[src/rtl/arcade_input_pkg.sv]
// Shared constants for arcade_input_mapper: PS/2 scan codes, key-state indices,
// rotation modes, direction bit positions and joystick word layout helpers.
package arcade_input_pkg;

  typedef enum logic [1:0] {
    ROT_NONE = 2'd0,
    ROT_CW   = 2'd1,
    ROT_CCW  = 2'd2,
    ROT_180  = 2'd3
  } rot_e;

  // Direction nibble is {up,down,left,right}, same order as the joystick word.
  localparam int unsigned DIR_R = 0;
  localparam int unsigned DIR_L = 1;
  localparam int unsigned DIR_D = 2;
  localparam int unsigned DIR_U = 3;

  localparam logic [7:0] SC_P1_UP    = 8'h75;
  localparam logic [7:0] SC_P1_DOWN  = 8'h72;
  localparam logic [7:0] SC_P1_LEFT  = 8'h6B;
  localparam logic [7:0] SC_P1_RIGHT = 8'h74;
  localparam logic [7:0] SC_LCTRL    = 8'h14;
  localparam logic [7:0] SC_SPACE    = 8'h29;
  localparam logic [7:0] SC_LALT     = 8'h11;
  localparam logic [7:0] SC_P2_UP    = 8'h2D;
  localparam logic [7:0] SC_P2_DOWN  = 8'h2B;
  localparam logic [7:0] SC_P2_LEFT  = 8'h23;
  localparam logic [7:0] SC_P2_RIGHT = 8'h34;
  localparam logic [7:0] SC_P2_FIRE0 = 8'h1C;
  localparam logic [7:0] SC_P2_FIRE1 = 8'h1B;
  localparam logic [7:0] SC_START1   = 8'h16;
  localparam logic [7:0] SC_START2   = 8'h1E;
  localparam logic [7:0] SC_START3   = 8'h26;
  localparam logic [7:0] SC_START4   = 8'h25;
  localparam logic [7:0] SC_F1       = 8'h05;
  localparam logic [7:0] SC_F2       = 8'h06;
  localparam logic [7:0] SC_COIN1    = 8'h2E;
  localparam logic [7:0] SC_COIN2    = 8'h36;
  localparam logic [7:0] SC_COIN3    = 8'h3D;
  localparam logic [7:0] SC_COIN4    = 8'h3E;
  localparam logic [7:0] SC_TEST     = 8'h2C;

  // Key-state register bit positions; LCtrl and Space keep separate bits.
  localparam int unsigned K_P1U    = 0;
  localparam int unsigned K_P1D    = 1;
  localparam int unsigned K_P1L    = 2;
  localparam int unsigned K_P1R    = 3;
  localparam int unsigned K_P1F0A  = 4;
  localparam int unsigned K_P1F0B  = 5;
  localparam int unsigned K_P1F1   = 6;
  localparam int unsigned K_P2U    = 7;
  localparam int unsigned K_P2D    = 8;
  localparam int unsigned K_P2L    = 9;
  localparam int unsigned K_P2R    = 10;
  localparam int unsigned K_P2F0   = 11;
  localparam int unsigned K_P2F1   = 12;
  localparam int unsigned K_START1 = 13;
  localparam int unsigned K_F1     = 17;
  localparam int unsigned K_F2     = 18;
  localparam int unsigned K_COIN1  = 19;
  localparam int unsigned K_TEST   = 23;
  localparam int unsigned NKEY     = 24;

  function automatic int unsigned jbit_start(input int unsigned nbtn);
    return 4 + nbtn;
  endfunction

  function automatic int unsigned jbit_coin(input int unsigned nbtn);
    return 5 + nbtn;
  endfunction

  // One-hot key-state mask for a scan code; P1 arrows require the E0 prefix.
  function automatic logic [NKEY-1:0] key_mask(input logic ext, input logic [7:0] code);
    logic [NKEY-1:0] m;
    m = '0;
    case (code)
      SC_P1_UP:    m[K_P1U]      = ext;
      SC_P1_DOWN:  m[K_P1D]      = ext;
      SC_P1_LEFT:  m[K_P1L]      = ext;
      SC_P1_RIGHT: m[K_P1R]      = ext;
      SC_LCTRL:    m[K_P1F0A]    = 1'b1;
      SC_SPACE:    m[K_P1F0B]    = 1'b1;
      SC_LALT:     m[K_P1F1]     = 1'b1;
      SC_P2_UP:    m[K_P2U]      = 1'b1;
      SC_P2_DOWN:  m[K_P2D]      = 1'b1;
      SC_P2_LEFT:  m[K_P2L]      = 1'b1;
      SC_P2_RIGHT: m[K_P2R]      = 1'b1;
      SC_P2_FIRE0: m[K_P2F0]     = 1'b1;
      SC_P2_FIRE1: m[K_P2F1]     = 1'b1;
      SC_START1:   m[K_START1]   = 1'b1;
      SC_START2:   m[K_START1+1] = 1'b1;
      SC_START3:   m[K_START1+2] = 1'b1;
      SC_START4:   m[K_START1+3] = 1'b1;
      SC_F1:       m[K_F1]       = 1'b1;
      SC_F2:       m[K_F2]       = 1'b1;
      SC_COIN1:    m[K_COIN1]    = 1'b1;
      SC_COIN2:    m[K_COIN1+1]  = 1'b1;
      SC_COIN3:    m[K_COIN1+2]  = 1'b1;
      SC_COIN4:    m[K_COIN1+3]  = 1'b1;
      SC_TEST:     m[K_TEST]     = 1'b1;
      default:     m             = '0;
    endcase
    return m;
  endfunction

endpackage

[src/rtl/arcade_input_mapper_coin_pulser.sv]
// Coin pulser: a request rising edge in IDLE gives COIN_PULSE cycles of pulse,
// then COIN_PULSE cycles of lockout; edges outside IDLE are dropped.
module coin_pulser #(
  parameter int unsigned COIN_PULSE = 1200000
) (
  input  logic clk_sys,
  input  logic reset_n,
  input  logic req,
  output logic pulse
);

  localparam int unsigned CW = $clog2(COIN_PULSE + 1);

  typedef enum logic [1:0] {ST_IDLE, ST_PULSE, ST_LOCK} state_e;

  state_e          state_q, state_d;
  logic [CW-1:0]   cnt_q, cnt_d;
  logic            req_q;
  logic            pulse_q, pulse_d;

  always_ff @(posedge clk_sys or negedge reset_n) begin
    if (!reset_n) begin
      state_q <= ST_IDLE;
      cnt_q   <= '0;
      req_q   <= 1'b0;
      pulse_q <= 1'b0;
    end else begin
      state_q <= state_d;
      cnt_q   <= cnt_d;
      req_q   <= req;
      pulse_q <= pulse_d;
    end
  end

  always_comb begin
    state_d = state_q;
    cnt_d   = cnt_q;
    case (state_q)
      ST_IDLE: begin
        if (req && !req_q) begin
          state_d = ST_PULSE;
          cnt_d   = CW'(COIN_PULSE - 1);
        end
      end
      ST_PULSE: begin
        if (cnt_q == '0) begin
          state_d = ST_LOCK;
          cnt_d   = CW'(COIN_PULSE - 1);
        end else begin
          cnt_d = cnt_q - CW'(1);
        end
      end
      ST_LOCK: begin
        if (cnt_q == '0) state_d = ST_IDLE;
        else             cnt_d   = cnt_q - CW'(1);
      end
      default: begin
        state_d = ST_IDLE;
        cnt_d   = '0;
      end
    endcase
    pulse_d = (state_d == ST_PULSE);
  end

  assign pulse = pulse_q;

endmodule

[src/rtl/arcade_input_mapper.sv]
// Merges MiSTer joystick words and PS/2 key events into per-player arcade controls.
// Optional autofire on fire0 is built when ARCADE_INPUT_AUTOFIRE_EN is defined.
module arcade_input_mapper
  import arcade_input_pkg::*;
#(
  parameter int unsigned PLAYERS    = 2,
  parameter int unsigned NBTN       = 2,
  parameter int unsigned COIN_PULSE = 1200000,
  parameter int unsigned SOCD_CLEAR = 1
`ifdef ARCADE_INPUT_AUTOFIRE_EN
  ,
  parameter int unsigned AF_HALF    = 120000
`endif
) (
  input  logic                    clk_sys,
  input  logic                    reset_n,
  input  logic [16*PLAYERS-1:0]   joystick,
  input  logic [10:0]             ps2_key,
  input  logic [1:0]              rot,
  input  logic                    coin_on_start,
`ifdef ARCADE_INPUT_AUTOFIRE_EN
  input  logic [PLAYERS-1:0]      autofire,
`endif
  output logic [4*PLAYERS-1:0]    dir,
  output logic [NBTN*PLAYERS-1:0] fire,
  output logic [PLAYERS-1:0]      start,
  output logic [PLAYERS-1:0]      coin,
  output logic                    test
);

  localparam int unsigned JB_START = jbit_start(NBTN);
  localparam int unsigned JB_COIN  = jbit_coin(NBTN);

  logic                    toggle_q, toggle_d;
  logic [NKEY-1:0]         keys_q, keys_d, key_sel;
  logic [4*PLAYERS-1:0]    dir_q, dir_d;
  logic [NBTN*PLAYERS-1:0] fire_q, fire_d;
  logic [PLAYERS-1:0]      start_q, start_d;
  logic                    test_q, test_d;
  logic                    unused_keys;

  assign key_sel     = key_mask(ps2_key[8], ps2_key[7:0]);
  assign unused_keys = ^keys_q;

  // A toggle-bit change is one key event; pressed sets, released clears.
  always_comb begin
    toggle_d = ps2_key[10];
    keys_d   = keys_q;
    if (ps2_key[10] != toggle_q) begin
      keys_d = ps2_key[9] ? (keys_q | key_sel) : (keys_q & ~key_sel);
    end
    test_d = keys_q[K_TEST];
  end

  always_ff @(posedge clk_sys or negedge reset_n) begin
    if (!reset_n) begin
      toggle_q <= 1'b0;
      keys_q   <= '0;
      dir_q    <= '0;
      fire_q   <= '0;
      start_q  <= '0;
      test_q   <= 1'b0;
    end else begin
      toggle_q <= toggle_d;
      keys_q   <= keys_d;
      dir_q    <= dir_d;
      fire_q   <= fire_d;
      start_q  <= start_d;
      test_q   <= test_d;
    end
  end

  for (genvar p = 0; p < PLAYERS; p++) begin : g_player
    logic [15:0]     jw;
    logic [3:0]      kd, raw, rdir, sdir;
    logic [5:0]      kf;
    logic [NBTN-1:0] fraw, fout;
    logic            kstart, kcoin, sraw, fire0;
    logic            unused_bits;

    assign jw          = joystick[16*p +: 16];
    assign unused_bits = ^{jw, kf};
    assign kcoin       = keys_q[K_COIN1+p];

    // Only players 1 and 2 have keyboard directions and fire buttons.
    if (p == 0) begin : g_kb1
      assign kd     = {keys_q[K_P1U], keys_q[K_P1D], keys_q[K_P1L], keys_q[K_P1R]};
      assign kf     = {4'b0, keys_q[K_P1F1], keys_q[K_P1F0A] | keys_q[K_P1F0B]};
      assign kstart = keys_q[K_START1] | keys_q[K_F1];
    end else if (p == 1) begin : g_kb2
      assign kd     = {keys_q[K_P2U], keys_q[K_P2D], keys_q[K_P2L], keys_q[K_P2R]};
      assign kf     = {4'b0, keys_q[K_P2F1], keys_q[K_P2F0]};
      assign kstart = keys_q[K_START1+1] | keys_q[K_F2];
    end else begin : g_kbn
      assign kd     = '0;
      assign kf     = '0;
      assign kstart = keys_q[K_START1+p];
    end

    assign raw  = kd | jw[3:0];
    assign fraw = kf[NBTN-1:0] | jw[4 +: NBTN];
    assign sraw = kstart | jw[JB_START];

    // Rotate first, then cancel opposite directions.
    always_comb begin
      case (rot_e'(rot))
        ROT_CW:  rdir = {raw[DIR_L], raw[DIR_R], raw[DIR_D], raw[DIR_U]};
        ROT_CCW: rdir = {raw[DIR_R], raw[DIR_L], raw[DIR_U], raw[DIR_D]};
        ROT_180: rdir = {raw[DIR_D], raw[DIR_U], raw[DIR_R], raw[DIR_L]};
        default: rdir = raw;
      endcase
      sdir = rdir;
      if (SOCD_CLEAR != 0) begin
        if (rdir[DIR_U] && rdir[DIR_D]) begin
          sdir[DIR_U] = 1'b0;
          sdir[DIR_D] = 1'b0;
        end
        if (rdir[DIR_L] && rdir[DIR_R]) begin
          sdir[DIR_L] = 1'b0;
          sdir[DIR_R] = 1'b0;
        end
      end
    end

`ifdef ARCADE_INPUT_AUTOFIRE_EN
    localparam int unsigned AW = $clog2(AF_HALF + 1);
    logic [AW-1:0] af_cnt_q, af_cnt_d;
    logic          af_ph_q, af_ph_d;

    // Phase restarts high on release so the press cycle always fires.
    always_comb begin
      af_cnt_d = '0;
      af_ph_d  = 1'b1;
      if (fraw[0]) begin
        af_cnt_d = af_cnt_q + AW'(1);
        af_ph_d  = af_ph_q;
        if (af_cnt_q == AW'(AF_HALF - 1)) begin
          af_cnt_d = '0;
          af_ph_d  = ~af_ph_q;
        end
      end
    end

    always_ff @(posedge clk_sys or negedge reset_n) begin
      if (!reset_n) begin
        af_cnt_q <= '0;
        af_ph_q  <= 1'b1;
      end else begin
        af_cnt_q <= af_cnt_d;
        af_ph_q  <= af_ph_d;
      end
    end

    assign fire0 = autofire[p] ? (fraw[0] & af_ph_q) : fraw[0];
`else
    assign fire0 = fraw[0];
`endif

    always_comb begin
      fout    = fraw;
      fout[0] = fire0;
    end

    assign dir_d[4*p +: 4]       = sdir;
    assign fire_d[NBTN*p +: NBTN] = fout;
    assign start_d[p]            = sraw;

    coin_pulser #(
      .COIN_PULSE (COIN_PULSE)
    ) u_coin (
      .clk_sys (clk_sys),
      .reset_n (reset_n),
      .req     (kcoin | jw[JB_COIN] | (coin_on_start & sraw)),
      .pulse   (coin[p])
    );
  end

  assign dir   = dir_q;
  assign fire  = fire_q;
  assign start = start_q;
  assign test  = test_q;

endmodule

[config.mk]
export PLATFORM = sky130hd
export DESIGN_NAME = arcade_input_mapper
export DESIGN_NICKNAME = d
export VERILOG_FILES = /design/src/rtl/arcade_input_pkg.sv /design/src/rtl/arcade_input_mapper_coin_pulser.sv /design/src/rtl/arcade_input_mapper.sv
export SDC_FILE = /design/constraint.sdc
export NUM_CORES = 1
export LEC_CHECK = 0
export CAP_MARGIN = 20
export CORE_MARGIN = 2
export CORE_UTILIZATION = 50
export DETAILED_ROUTE_END_ITERATION = 10
export GPL_TIMING_DRIVEN = 0
export HOLD_SLACK_MARGIN = 0.05
export PLACE_DENSITY = 0.84
export SLEW_MARGIN = 25
export SYNTH_ARGS = -nofsm -noshare
export SYNTH_HDL_FRONTEND = slang
export SYNTH_SLANG_ARGS = --single-unit
[constraint.sdc]
create_clock -name clk_sys -period 2.4 [get_ports clk_sys]
set_input_delay 0.48 -clock clk_sys [delete_from_list [all_inputs] [get_ports clk_sys]]
set_output_delay 0.48 -clock clk_sys [all_outputs]
set_load 0.01 [all_outputs]
# After elaboration in Yosys (flattened, before gate mapping)
# Index checks and enable logic that the tools add are counted.
dict set report classes {
  n_addsub 2
  n_eq_ne 38
  mux 47
  n_bitwise 18
  n_reduce_logical 14
}
# op count
set op_table {}
lappend op_table {{$mux W21} 6}
lappend op_table {{$pmux W21 S3} 2}
lappend op_table {{$eq A8 B6 Y1 const B} 12}
lappend op_table {{$eq A8 B5 Y1 const B} 6}
lappend op_table {{$logic_not A21 Y1} 2}
lappend op_table {{$sub A21 B1 Y21 const B} 2}
lappend op_table {{$eq A8 B7 Y1 const B} 4}
lappend op_table {{$and A24 B24 Y24} 1}
lappend op_table {{$mux W1} 24}
lappend op_table {{$mux W24} 1}
lappend op_table {{$not A24 Y24} 1}
lappend op_table {{$or A24 B24 Y24} 1}
lappend op_table {{$pmux W4 S3} 2}
lappend op_table {{$mux W2} 10}
lappend op_table {{$eq A8 B3 Y1 const B} 2}
lappend op_table {{$pmux W2 S3} 2}
lappend op_table {{$eq A2 B1 Y1 const B} 5}
lappend op_table {{$or A1 B1 Y1} 9}
lappend op_table {{$eq A2 B2 Y1 const B} 4}
lappend op_table {{$or A4 B4 Y4} 2}
lappend op_table {{$logic_and A1 B1 Y1} 6}
lappend op_table {{$logic_not A2 Y1} 2}
lappend op_table {{$ne A2 B1 Y1 const B} 2}
lappend op_table {{$ne A2 B2 Y1 const B} 2}
lappend op_table {{5 further kinds} 9}
dict set report word_totals {
  regBits 90
  in_bits 48
  wordCells 133
}

# Depth between registers and ports, before layout
# Gate-level depths: netlist of run 1.
dict set report logic_depth {
  word_depth 8
  mapped_depth 9
  mapped_depth_nobuf 7
}

# Modules after synthesis
# From an unflattened synthesis of run 1, not the netlist that was laid out.
dict set report hier_totals {
  cells_unflattened 498
  area_unflattened_um2 5027.3
}
# module n_inst cells_each area_per_inst_um2
set by_module_without_submodules {}
lappend by_module_without_submodules {arcade_input_mapper 1 131 1790.5}
lappend by_module_without_submodules {{coin_pulser at g_player[0].u_coin} 1 182 1634.1}
lappend by_module_without_submodules {{coin_pulser at g_player[1].u_coin} 1 185 1602.8}

# Least setup slack after synthesis of run 1
# OpenSTA, ideal clock, no wires.
dict set report synth_path {
  path_kind {register to register}
  start {register g_player[0].u_coin.cnt_q[3]}
  end {register g_player[0].u_coin.cnt_q[0]}
  arrival_time_ns 2.168
  required_time_ns 2.280
  path_slack_ns 0.112
  stages_incl_launch_ff 7
  path_buffers 1
  cell_sequence {dfrtp_1 -> or3_2 -> or4_1 -> buf_2 -> nor4_4 -> a21oi_1 -> a31o_2}
}
dict set report synth_between {
  elab_chain_cells 3
  elab_cells_between_ends 5
  classes_between {1 x eq/ne; 2 x mux; 2 x reduce/logical}
}
# element line_no
set synth_lines {}
lappend synth_lines {{start, declared} arcade_input_mapper_coin_pulser.sv:17} ;# logic [CW-1:0] cnt_q, cnt_d;
lappend synth_lines {{start signal, assigned} arcade_input_mapper_coin_pulser.sv:29} ;# cnt_q <= cnt_d;
lappend synth_lines {{$logic_not A21 Y1 (*)} {arcade_input_mapper_coin_pulser.sv:46, arcade_input_mapper_coin_pulser.sv:54}}
lappend synth_lines {{$mux W21 or $ne A2 B2 Y1 (tied branches)} n/a}
lappend synth_lines {{$pmux W21 S3 or $reduce_and A2 Y1 (tied branches)} n/a}
# Mark *: on every way between the ends. The rest lies on a longest branch, timed or not.
# A chain may end at the register's enable or synchronous reset.

# Final worst setup path of run 1
dict set report layout_path {
  start {register g_player[0].u_coin.cnt_q[6]}
  end {register g_player[0].u_coin.state_q[1]}
}
dict set report layout_between {
  elab_chain_cells 3
  elab_cells_between_ends 4
  classes_between {3 x mux; 1 x reduce/logical}
}
# element line_no
set layout_lines {}
lappend layout_lines {{$logic_not A21 Y1 (*)} {arcade_input_mapper_coin_pulser.sv:46, arcade_input_mapper_coin_pulser.sv:54}}
lappend layout_lines {{$mux W2, on equally long branches} {arcade_input_mapper_coin_pulser.sv:54, arcade_input_mapper_coin_pulser.sv:46}}
lappend layout_lines {{$pmux W2 S3 (*)} arcade_input_mapper_coin_pulser.sv:38} ;# case (state_q)
lappend layout_lines {{net g_player[0].u_coin.state_d[1]} arcade_input_mapper_coin_pulser.sv:16} ;# state_e state_q, state_d;
lappend layout_lines {{end signal, assigned} arcade_input_mapper_coin_pulser.sv:28} ;# state_q <= state_d;
lappend layout_lines {{end, declared} arcade_input_mapper_coin_pulser.sv:16}
# Mark *: on every way through the listed nets, which the timed path passes. The rest lies on a longest branch.

==> results.cfg, run 1 <==
[detailed_routing]
vias_per_cell = 6.353
wl_per_cell_um = 17.69
drt_wl_total_mm = 12.66
ant_nets = 0
route.vias.total = 4549
first_pass_iters = 5
drt_iter0_markers = 426
drc = 0

[worst_setup_path]
rr_startpoint = g_player[0].u_coin.cnt_q[6]$_DFFE_PN0P_
worstPathCellList = or4_4 > or4_4 > buf_6 > nor4_4 > buf_4 > and3_4 > a21o_1
worstPathArrival_ns = 2.72
rr_worst_depth = 7
cp.required_ns = 2.69
crit_type = flop to flop
crit_buf_inv = 2
startpoint = g_player[0].u_coin.cnt_q[6]$_DFFE_PN0P_
crit_cells = 7
rrSetupSlack_ns = -0.02
crit_end = g_player[0].u_coin.state_q[1]$_DFF_PN0_
cpMostUsedCell = or4_4
start_kind = flop
crit_path_max_fanout = 5
end_kind = flop
critPathMaxStageDelay_ns = 0.55
critical-path-top-delay-family = simple AND/OR/NAND/NOR gates
r2r-end = g_player[0].u_coin.state_q[1]$_DFF_PN0_
slowest_stage = or4_4

[sta]
tns_ns = -0.02894
skew_ns = 0.01403
setup_viol = 2
max_freq_mhz = 412.9
slew_headroom = 0.5159
hold_viol = 0
finalCriticalPeriod_ns = 2.422
finalWorstSetupSlack_ns = -0.02164
tightest_slew_ns = 0.7186
rsz0062_at_grt = true
period_share = 1.009
slew_viol_final = 0

[yosys]
yosysSeqAreaShare = 0.4491
synth_area_per_cell_um2 = 9.396
ys_seq_elements = 86
synthFlopType = dfrtp_1
synth_fp_nets = 560
syn_inst = 510
async_flop_share = 1.000
ys.warnings.count = 0
synth_area_um2 = 4792
synth-edff-count = 0
yosysUniqueCellTypes = 65

[die]
die_area_um2 = 10380
fp.dieW_um = 101.9
core_um2 = 9284
pin_count = 65
die_height_um = 101.9
start_util = 0.5162
fp-row-count = 35

[clock_network]
clock-root-buffer = clkbuf_8
path_clk_slew_ns = 0.10
clock-sinks = 86
h-tree-depth = 3
clockBufferDepth = 2
worstSkewPairLatency_ns = 0.36
numCtsBuffers = 9
cts_tree = done

[power_and_ir_drop]
power.density_nw_per_um2 = 628.5
leakagePower_uw = 0.002323
vdd_drop_max_mv = 0.3814

[placement]
place.gp.congestion = 0.9030
dp.cells = 687
dp_hpwl_mm = 8.648
portBuffers = 47

[finish]
area_delta_synth_final_pct = 23.50
drive_gt1_frac = 0.1789
nets = 632
final_cell_mix = 83 x dfrtp_1, 45 x clkdlybuf4s50_1, 44 x o21ai_0, 35 x nor2_1, 31 x nand2_1
diodes = 0
final_common_cell = dfrtp_1
final-instance-count-excl-fill = 716

[hold_path]
hp-class = flop to flop
whs_path_depth = 0

[grt]
grt_pass1_vias = 4417
gr-total-overflow = 0
grt_max_degree = 66
grt_pass1_wl_mm = 20.76
antenna_found_initial = 0
grt_usage = 0.2512

[outcome]
outcome = finished, violations left
violations = setup timing

[flow_run]
drv_cap = 0
## how the worst min path moves through the flow
stage          startpoint                         end
3_3_place_gp         flop              test$_DFF_PN0_
4_1_cts              flop              test$_DFF_PN0_
5_1_grt              flop              test$_DFF_PN0_
3_5_place_dp      reset_n            dir[2]$_DFF_PN0_
6_report             flop              test$_DFF_PN0_
2_1_floorplan     reset_n  asynchronous set/reset pin
## report_power, final
group | switching (uW) | leakage, uW | internal [uW]
logic | 440 | 0.00119 | 427
clock network | 561 | 0.0000929 | 492
registers | 193 | 0.00104 | 1610
total | 1190 | 0.00232 | 2520
## cell families after synthesis
logic type               count (synthesis)  share of synthesized area
adder cells (fa/ha/maj)                  6                    0.01358
multiplexers                            21                    0.04935
flip-flops                              86                     0.4491
AO/OA/AOI/OAI                          151                     0.2081
AND/OR/NAND/NOR                        200                     0.2329
XOR/XNOR                                 8                    0.01462
buffers and inverters                   38                    0.03237
## cell usage after synthesis (5+ instances only)
cell | count | area share
or3_1 | 16 | 0.021
o31ai_1 | 7 | 0.011
nor4_1 | 15 | 0.020
mux2_2 | 21 | 0.049
a21oi_1 | 31 | 0.032
a311oi_1 | 8 | 0.015
inv_1 | 15 | 0.012
o211ai_1 | 11 | 0.017
or4_1 | 13 | 0.020
clkbuf_1 | 16 | 0.013
nor2_1 | 35 | 0.027
nor3_1 | 25 | 0.026
nand2b_1 | 16 | 0.021
o21ai_0 | 46 | 0.048
o21a_1 | 5 | 0.0078
dfrtp_1 | 86 | 0.45
or2_2 | 9 | 0.012
nand2_1 | 33 | 0.026
nand3_1 | 7 | 0.0073
a31oi_1 | 5 | 0.0065
## through the flow
stage | setup WS (ns) | cell area [um2] | utilization | total power, uW | hold WS (ns)
after global routing | -0.08043 | 5918 | 0.6375 | 3903 | 0.4048
after floorplan | 0.1118 | 4792 | - | 2221 | 0.1844
after CTS | 0.006362 | 5753 | 0.6197 | 3621 | 0.3849
final | -0.02164 | 5918 | 0.6375 | 3720 | 0.3867
after global placement | -2.236 | 5424 | 0.5842 | 2483 | 0.3588
after detailed placement | -0.5680 | 5453 | 0.5873 | 2526 | 0.3464
## per-layer routing
metal / track usage / up-vias / routed length, um
li1: - / 2078 / -
met1: 0.3155 / 2182 / 4946
met2: 0.4337 / 225 / 6415
met3: 0.04309 / 64 / 889
met4: 0.09846 / 0 / 411
met5: 0 / - / 0
## repair_timing
action | in CTS | in global routing
hold buffers | 1 | 0
setup buffers | 2 | 11
hold endpoints to repair | 21 | 0
resized for setup | 13 | 25
pin swaps | 2 | 8
setup endpoints to repair | 33 | 27
## final cells by class
class	count	area, um2
plain buffers	22	106.4
clock buffers	9	123.9
clock inverters	7	78.83
fillers	744	3366
inverters	15	56.30
multi-input cells	386	2626
flip-flops and latches	86	2156
well taps	129	161.4
repair buffers	62	609.3
No activity file was read; power rests on OpenSTA's default activity.
==> run 2: changes to the inputs <==
--- a/config.mk
+++ b/config.mk
@@ -5,13 +5,14 @@
 export SDC_FILE = /design/constraint.sdc
 export NUM_CORES = 1
 export LEC_CHECK = 0
+export ABC_AREA = 1
 export CAP_MARGIN = 20
 export CORE_MARGIN = 2
 export CORE_UTILIZATION = 50
 export DETAILED_ROUTE_END_ITERATION = 10
 export GPL_TIMING_DRIVEN = 0
 export HOLD_SLACK_MARGIN = 0.05
-export PLACE_DENSITY = 0.84
+export PLACE_DENSITY = 0.83
 export SLEW_MARGIN = 25
 export SYNTH_ARGS = -nofsm -noshare
 export SYNTH_HDL_FRONTEND = slang
==> results.cfg, run 2 <==
[outcome]
outcome = finished clean

[worst_setup_path]
crit_path_max_fanout = 8
worstPathArrival_ns = 2.16
critPathMaxStageDelay_ns = 0.40
end_kind = flop
crit_type = flop to flop
cp.required_ns = 2.65
cpMostUsedCell = inv_1
worstPathCellList = inv_1 > ha_1 > nand2_2 > nor2_8 > nand4_4 > nand2_4 > inv_2 > o21ai_1 > inv_1
rrSetupSlack_ns = 0.49
start_kind = flop
crit_buf_inv = 3
critical-path-top-delay-family = simple AND/OR/NAND/NOR gates
slowest_stage = dfrtp_1

[die]
fp-row-count = 36
die_area_um2 = 10820
pin_count = 65
die_height_um = 104.0
start_util = 0.5141
core_um2 = 9729
fp.dieW_um = 104.0

[detailed_routing]
highest_layer = met4
met1_length_mm = 4.985
route.vias.total = 4725
drc = 0
first_pass_iters = 5
met2_length_mm = 5.651
wl_per_cell_um = 13.23
drt_wl_total_mm = 11.76
wl_met3_um = 849
drt_iter0_markers = 378
vias_per_cell = 5.315
ant_nets = 0

[power_and_ir_drop]
power.density_nw_per_um2 = 463.1
leakagePower_uw = 0.002923
vdd_drop_max_mv = 0.4628
totalPowerFinal_uw = 2714

[clock_network]
path_clk_slew_ns = 0.09
clockBufferDepth = 2
h-tree-depth = 3
numCtsBuffers = 9
cts_tree = done
ctsResizeCount = 0
clock-root-buffer = clkbuf_8
ctsHoldBuffers = 1
worstSkewPairLatency_ns = 0.37
clock-sinks = 86
postCtsSetupBuffers = 0

[grt]
gr-total-overflow = 0
grt_pass1_vias = 4500
grt_pass1_wl_mm = 19.87
grt_max_degree = 47
grt_usage = 0.2215
antenna_found_initial = 0

[yosys]
async_flop_share = 1.000
syn_inst = 690
ys.warnings.count = 0
netlist_top_cells_area = dfrtp_1 43%, nand2_1 15%, nor2_1 8.3%
yosysTopAreaCellShare = 0.4302
synthFlopType = dfrtp_1
yosys-top-cells-count = 196 x nand2_1, 110 x nor2_1, 86 x dfrtp_1
synth_area_per_cell_um2 = 7.250
synth_area_um2 = 5002
synth_top_cell_by_area = dfrtp_1
synth_fp_nets = 740
yosysSeqAreaShare = 0.4302
yosysUniqueCellTypes = 37
synth-edff-count = 0
synth_most_common_cell = nand2_1
ys_seq_elements = 86

[placement]
dp_hpwl_mm = 8.778
placed_area_um2 = 5678
portBuffers = 48
place.gp.congestion = 0.9094

[finish]
nets = 801
final_cell_mix = 196 x nand2_1, 110 x nor2_1, 86 x dfrtp_1, 85 x inv_1, 47 x clkdlybuf4s50_1
area_delta_synth_final_pct = 17.18
drive_gt1_frac = 0.07143
diodes = 0
fillers = 895
fin_area_um2 = 5862
final_common_cell = nand2_1

[sta]
period_share = 0.7954
hold_viol = 0
setup_viol = 0
tightest_slew_ns = 0.5735
slew_viol_final = 0
rsz0062_at_grt = false
slew_headroom = 0.6164
max_freq_mhz = 523.8
finalCriticalPeriod_ns = 1.909
skew_ns = 0.01531

[flow_run]
drv_cap = 0

[hold_path]
hp-class = flop to flop
[run 2: cell types whose count changed in the layout (fill, tap and decap cells not counted), moves of 13 or more]
cell	before	now
inv_1	15	85
nor2_1	35	110
nand4_1	4	18
nand2b_1	16	0
nor3_1	23	8
mux2_2	21	0
or3_1	16	0
nand2_1	31	196
nand3_1	7	43
buf_4	15	2
a21oi_1	30	14
[run 2: final cells by class]
cell class,instances,area (um2),area share
Inverter,87,326.6,0.05571
Buffer,8,56.30,0.009605
Multi-Input combinational cell,509,2467,0.4209
Clock buffer,10,127.6,0.02177
Timing Repair Buffer,50,519.2,0.08858
Clock inverter,6,46.29,0.007898
Sequential cell,86,2152,0.3671
Tap cell,133,166.4,0.02839
[run 2: cells by family (layout without fill, tap and decap cells)]
logic type / Yosys count / count (layout) / share of synthesized area
AOI/OAI and AO/OA: 85 / 85 / 0.09605
xor gates and xnor gates: 11 / 11 / 0.01926
DFF: 86 / 86 / 0.4302
adders and majority gates: 2 / 2 / 0.005002
buffers and inverters: 95 / 161 / 0.07654
and+or+nand+nor: 409 / 409 / 0.3689
muxes: 2 / 2 / 0.004002
[run 2: final timing paths]
kind / start / end / depth (start not counted)
worst max-delay path: g_player[0].u_coin.cnt_q[0]$_DFFE_PN0P_ / g_player[0].u_coin.cnt_q[0]$_DFFE_PN0P_ / 9
worst min-delay path: flop / test$_DFF_PN0_ / 0
worst max register to register: g_player[0].u_coin.cnt_q[0]$_DFFE_PN0P_ / g_player[0].u_coin.cnt_q[0]$_DFFE_PN0P_ / 9
worst min register to register: flop / test$_DFF_PN0_ / 0
max in group asynchronous: reset_n / asynchronous set/reset pin / 3
min in group asynchronous: reset_n / g_player[1].u_coin.cnt_q[15]$_DFFE_PN0P_ / 2
[run 2: per-stage QoR]
step | setup TNS, ns | std cells | utilization | hold WS [ns] | setup WS (ns)
floorplan | 0 | 690 | - | 0.1844 | 0.8008
CTS | 0 | 889 | 0.6025 | 0.3905 | 0.5070
global route | 0 | 889 | 0.6025 | 0.4085 | 0.3467
finish | 0 | 889 | 0.6025 | 0.3886 | 0.4910
global placement | -191.37 | 871 | 0.5806 | 0.3628 | -2.231
detailed placement | 0 | 872 | 0.5836 | 0.3701 | 0.1870
[run 2: routing by layer]
metal / vias up / track usage
met5: - / 0
met4: 0 / 0.09363
met3: 29 / 0.05326
met2: 184 / 0.3680
met1: 2175 / 0.2769
li1: 2337 / -
[run 2: power breakdown]
part / switching [uW] / internal (uW) / leakage, uW
Clock: 563 / 382 / 0.0000829
Combinational: 141 / 125 / 0.00182
Sequential: 17.2 / 1490 / 0.00102
Total: 721 / 1990 / 0.00292
==> run 3: changes to the inputs <==
--- a/config.mk
+++ b/config.mk
@@ -12,7 +12,7 @@
 export DETAILED_ROUTE_END_ITERATION = 10
 export GPL_TIMING_DRIVEN = 0
 export HOLD_SLACK_MARGIN = 0.05
-export PLACE_DENSITY = 0.83
+export PLACE_DENSITY = 0.8
 export SLEW_MARGIN = 25
 export SYNTH_ARGS = -nofsm -noshare
 export SYNTH_HDL_FRONTEND = slang
==> constraint.sdc (replaced) <==
create_clock -name clk_sys -period 2 [get_ports clk_sys]
set_input_delay 0.4 -clock clk_sys [delete_from_list [all_inputs] [get_ports clk_sys]]
set_output_delay 0.4 -clock clk_sys [all_outputs]
set_load 0.01 [all_outputs]
==> results.cfg, run 3 (same netlist as run 2, synthesis figures left out) <==
[finish]
final_common_cell = nand2_1
area_delta_synth_final_pct = 18.53
nets = 804
final_cell_mix = 196 x nand2_1, 110 x nor2_1, 86 x dfrtp_1, 85 x inv_1, 47 x clkdlybuf4s50_1
drive_gt1_frac = 0.07510
diodes = 0

[die]
die_height_um = 104.0
start_util = 0.5141
core_um2 = 9729
fp-row-count = 36
fp.dieW_um = 104.0
die_area_um2 = 10820
pin_count = 65

[worst_setup_path]
end_kind = flop
worstPathArrival_ns = 2.11
cp.required_ns = 2.26
crit_path_max_fanout = 7
rr_worst_depth = 9
rr_startpoint = g_player[0].u_coin.cnt_q[0]$_DFFE_PN0P_
crit_type = flop to flop
rrSetupSlack_ns = 0.15
r2r-end = g_player[0].u_coin.cnt_q[0]$_DFFE_PN0P_
start_kind = flop

[sta]
hold_viol = 0
rsz0062_at_grt = false
tns_ns = 0
slew_viol_final = 0
period_share = 0.9260
setup_viol = 0
finalCriticalPeriod_ns = 1.852
slew_headroom = 0.5971
max_freq_mhz = 540.0
fin_hold_ws_ns = 0.3815
tightest_slew_ns = 0.6023
skew_ns = 0.008961

[grt]
grt_pass1_vias = 4364
antenna_found_initial = 0
grt_usage = 0.2224
grt_max_degree = 62
gr-total-overflow = 0
grt_pass1_wl_mm = 19.75

[flow_run]
drv_cap = 0

[power_and_ir_drop]
power.density_nw_per_um2 = 582.9
leakagePower_uw = 0.002965
vdd_drop_max_mv = 0.3783

[detailed_routing]
wl_per_cell_um = 12.85
vias_per_cell = 5.188
route.vias.total = 4628
drt_wl_total_mm = 11.46
first_pass_iters = 5
ant_nets = 0
drc = 0
drt_iter0_markers = 256

[placement]
dp_hpwl_mm = 8.663
portBuffers = 48
place.gp.congestion = 0.8925

[hold_path]
min_to = test$_DFF_PN0_
hp-class = flop to flop
whs_path_depth = 0

[clock_network]
h-tree-depth = 3
clock-root-buffer = clkbuf_8
numCtsBuffers = 9
clock-sinks = 86
path_clk_slew_ns = 0.08
clockBufferDepth = 2
cts_tree = done
worstSkewPairLatency_ns = 0.37

[outcome]
outcome = finished clean
==> run 3: cell types whose count changed in the layout (fill, tap and decap cells not counted) <==
cell,change
clkinv_4,-1
bufinv_16,+2
clkinvlp_4,-1
clkinv_2,+1
inv_6,-1
buf_4,+3
nor2_2,-1
nor2_4,+1
==> run 3: per-layer routing <==
layer  GRT usage  part of all wire  vias to the layer above
met2      0.3830              0.50                      112
met5           0                 0                        -
met3     0.04010             0.050                       13
li1            -                 -                     2349
met4     0.07722             0.016                        0
met1      0.2819              0.44                     2154
==> run 3: layout make-up <==
type | instances | area (um2)
fillers | 902 | 3800
multi-input cells | 509 | 2472
flip-flops and latches | 86 | 2152
repair buffers | 53 | 541.8
inverters | 87 | 326.6
well taps | 133 | 166.4
clock buffers | 10 | 127.6
clock inverters | 6 | 86.33
plain buffers | 8 | 56.30
==> run 3: worst max-delay path by stage <==
stage | from | end | slack, ns | cells past startpoint
finish | g_player[0].u_coin.cnt_q[0]$_DFFE_PN0P_ | g_player[0].u_coin.cnt_q[0]$_DFFE_PN0P_ | 0.15 | 9
detailed placement | ps2_key[10] | flop | -0.12 | 7
global route | g_player[1].u_coin.cnt_q[0]$_DFFE_PN0P_ | g_player[1].u_coin.cnt_q[10]$_DFFE_PN0P_ | 0.006 | 10
CTS | g_player[0].u_coin.cnt_q[0]$_DFFE_PN0P_ | g_player[0].u_coin.cnt_q[4]$_DFFE_PN0P_ | 0.08 | 9
floorplan | g_player[1].u_coin.cnt_q[0]$_DFFE_PN0P_ | g_player[1].u_coin.cnt_q[10]$_DFFE_PN0P_ | 0.40 | 10
global placement | reset_n | dir[3]$_DFF_PN0_ | -2.54 | 1
==> run 3: report_power, final <==
group | internal [uW] | switching [uW] | leakage [uW]
registers | 1780 | 20.0 | 0.00102
logic | 150 | 166 | 0.00184
clock network | 702 | 635 | 0.000106
==> run 3: per-stage QoR <==
step           std cells  power (uW)  utilization  setup slack [ns]  area [um2]
3_5_place_dp         872        2158       0.5836           -0.1165        5678
2_1_floorplan        690        1964            -            0.4008        5002
5_1_grt              892        3612       0.6094          0.005915        5929
3_3_place_gp         871        2143       0.5806            -2.543        5649
4_1_cts              889        3491       0.6066           0.08354        5902
6_report             892        3456       0.6094            0.1481        5929
==> run 3: critical path, stage by stage, from the launching register on <==
cell and delay [ns]:
dfrtp_1 0.41, inv_1 0.14, ha_1 0.23, nand2_2 0.14, nor2_8 0.18, nand4_4 0.19, nand2_4 0.17, inv_2 0.10
o21ai_1 0.13, inv_1 0.04
==> run 3: timing repair <==
action | 4_1_cts | 5_1_grt
hold buffers | 1 | 0
buffers inserted | 0 | 3
endpoints found under the setup margin | 0 | 5
endpoints found under the hold margin | 25 | 0
resized for setup | 0 | 1
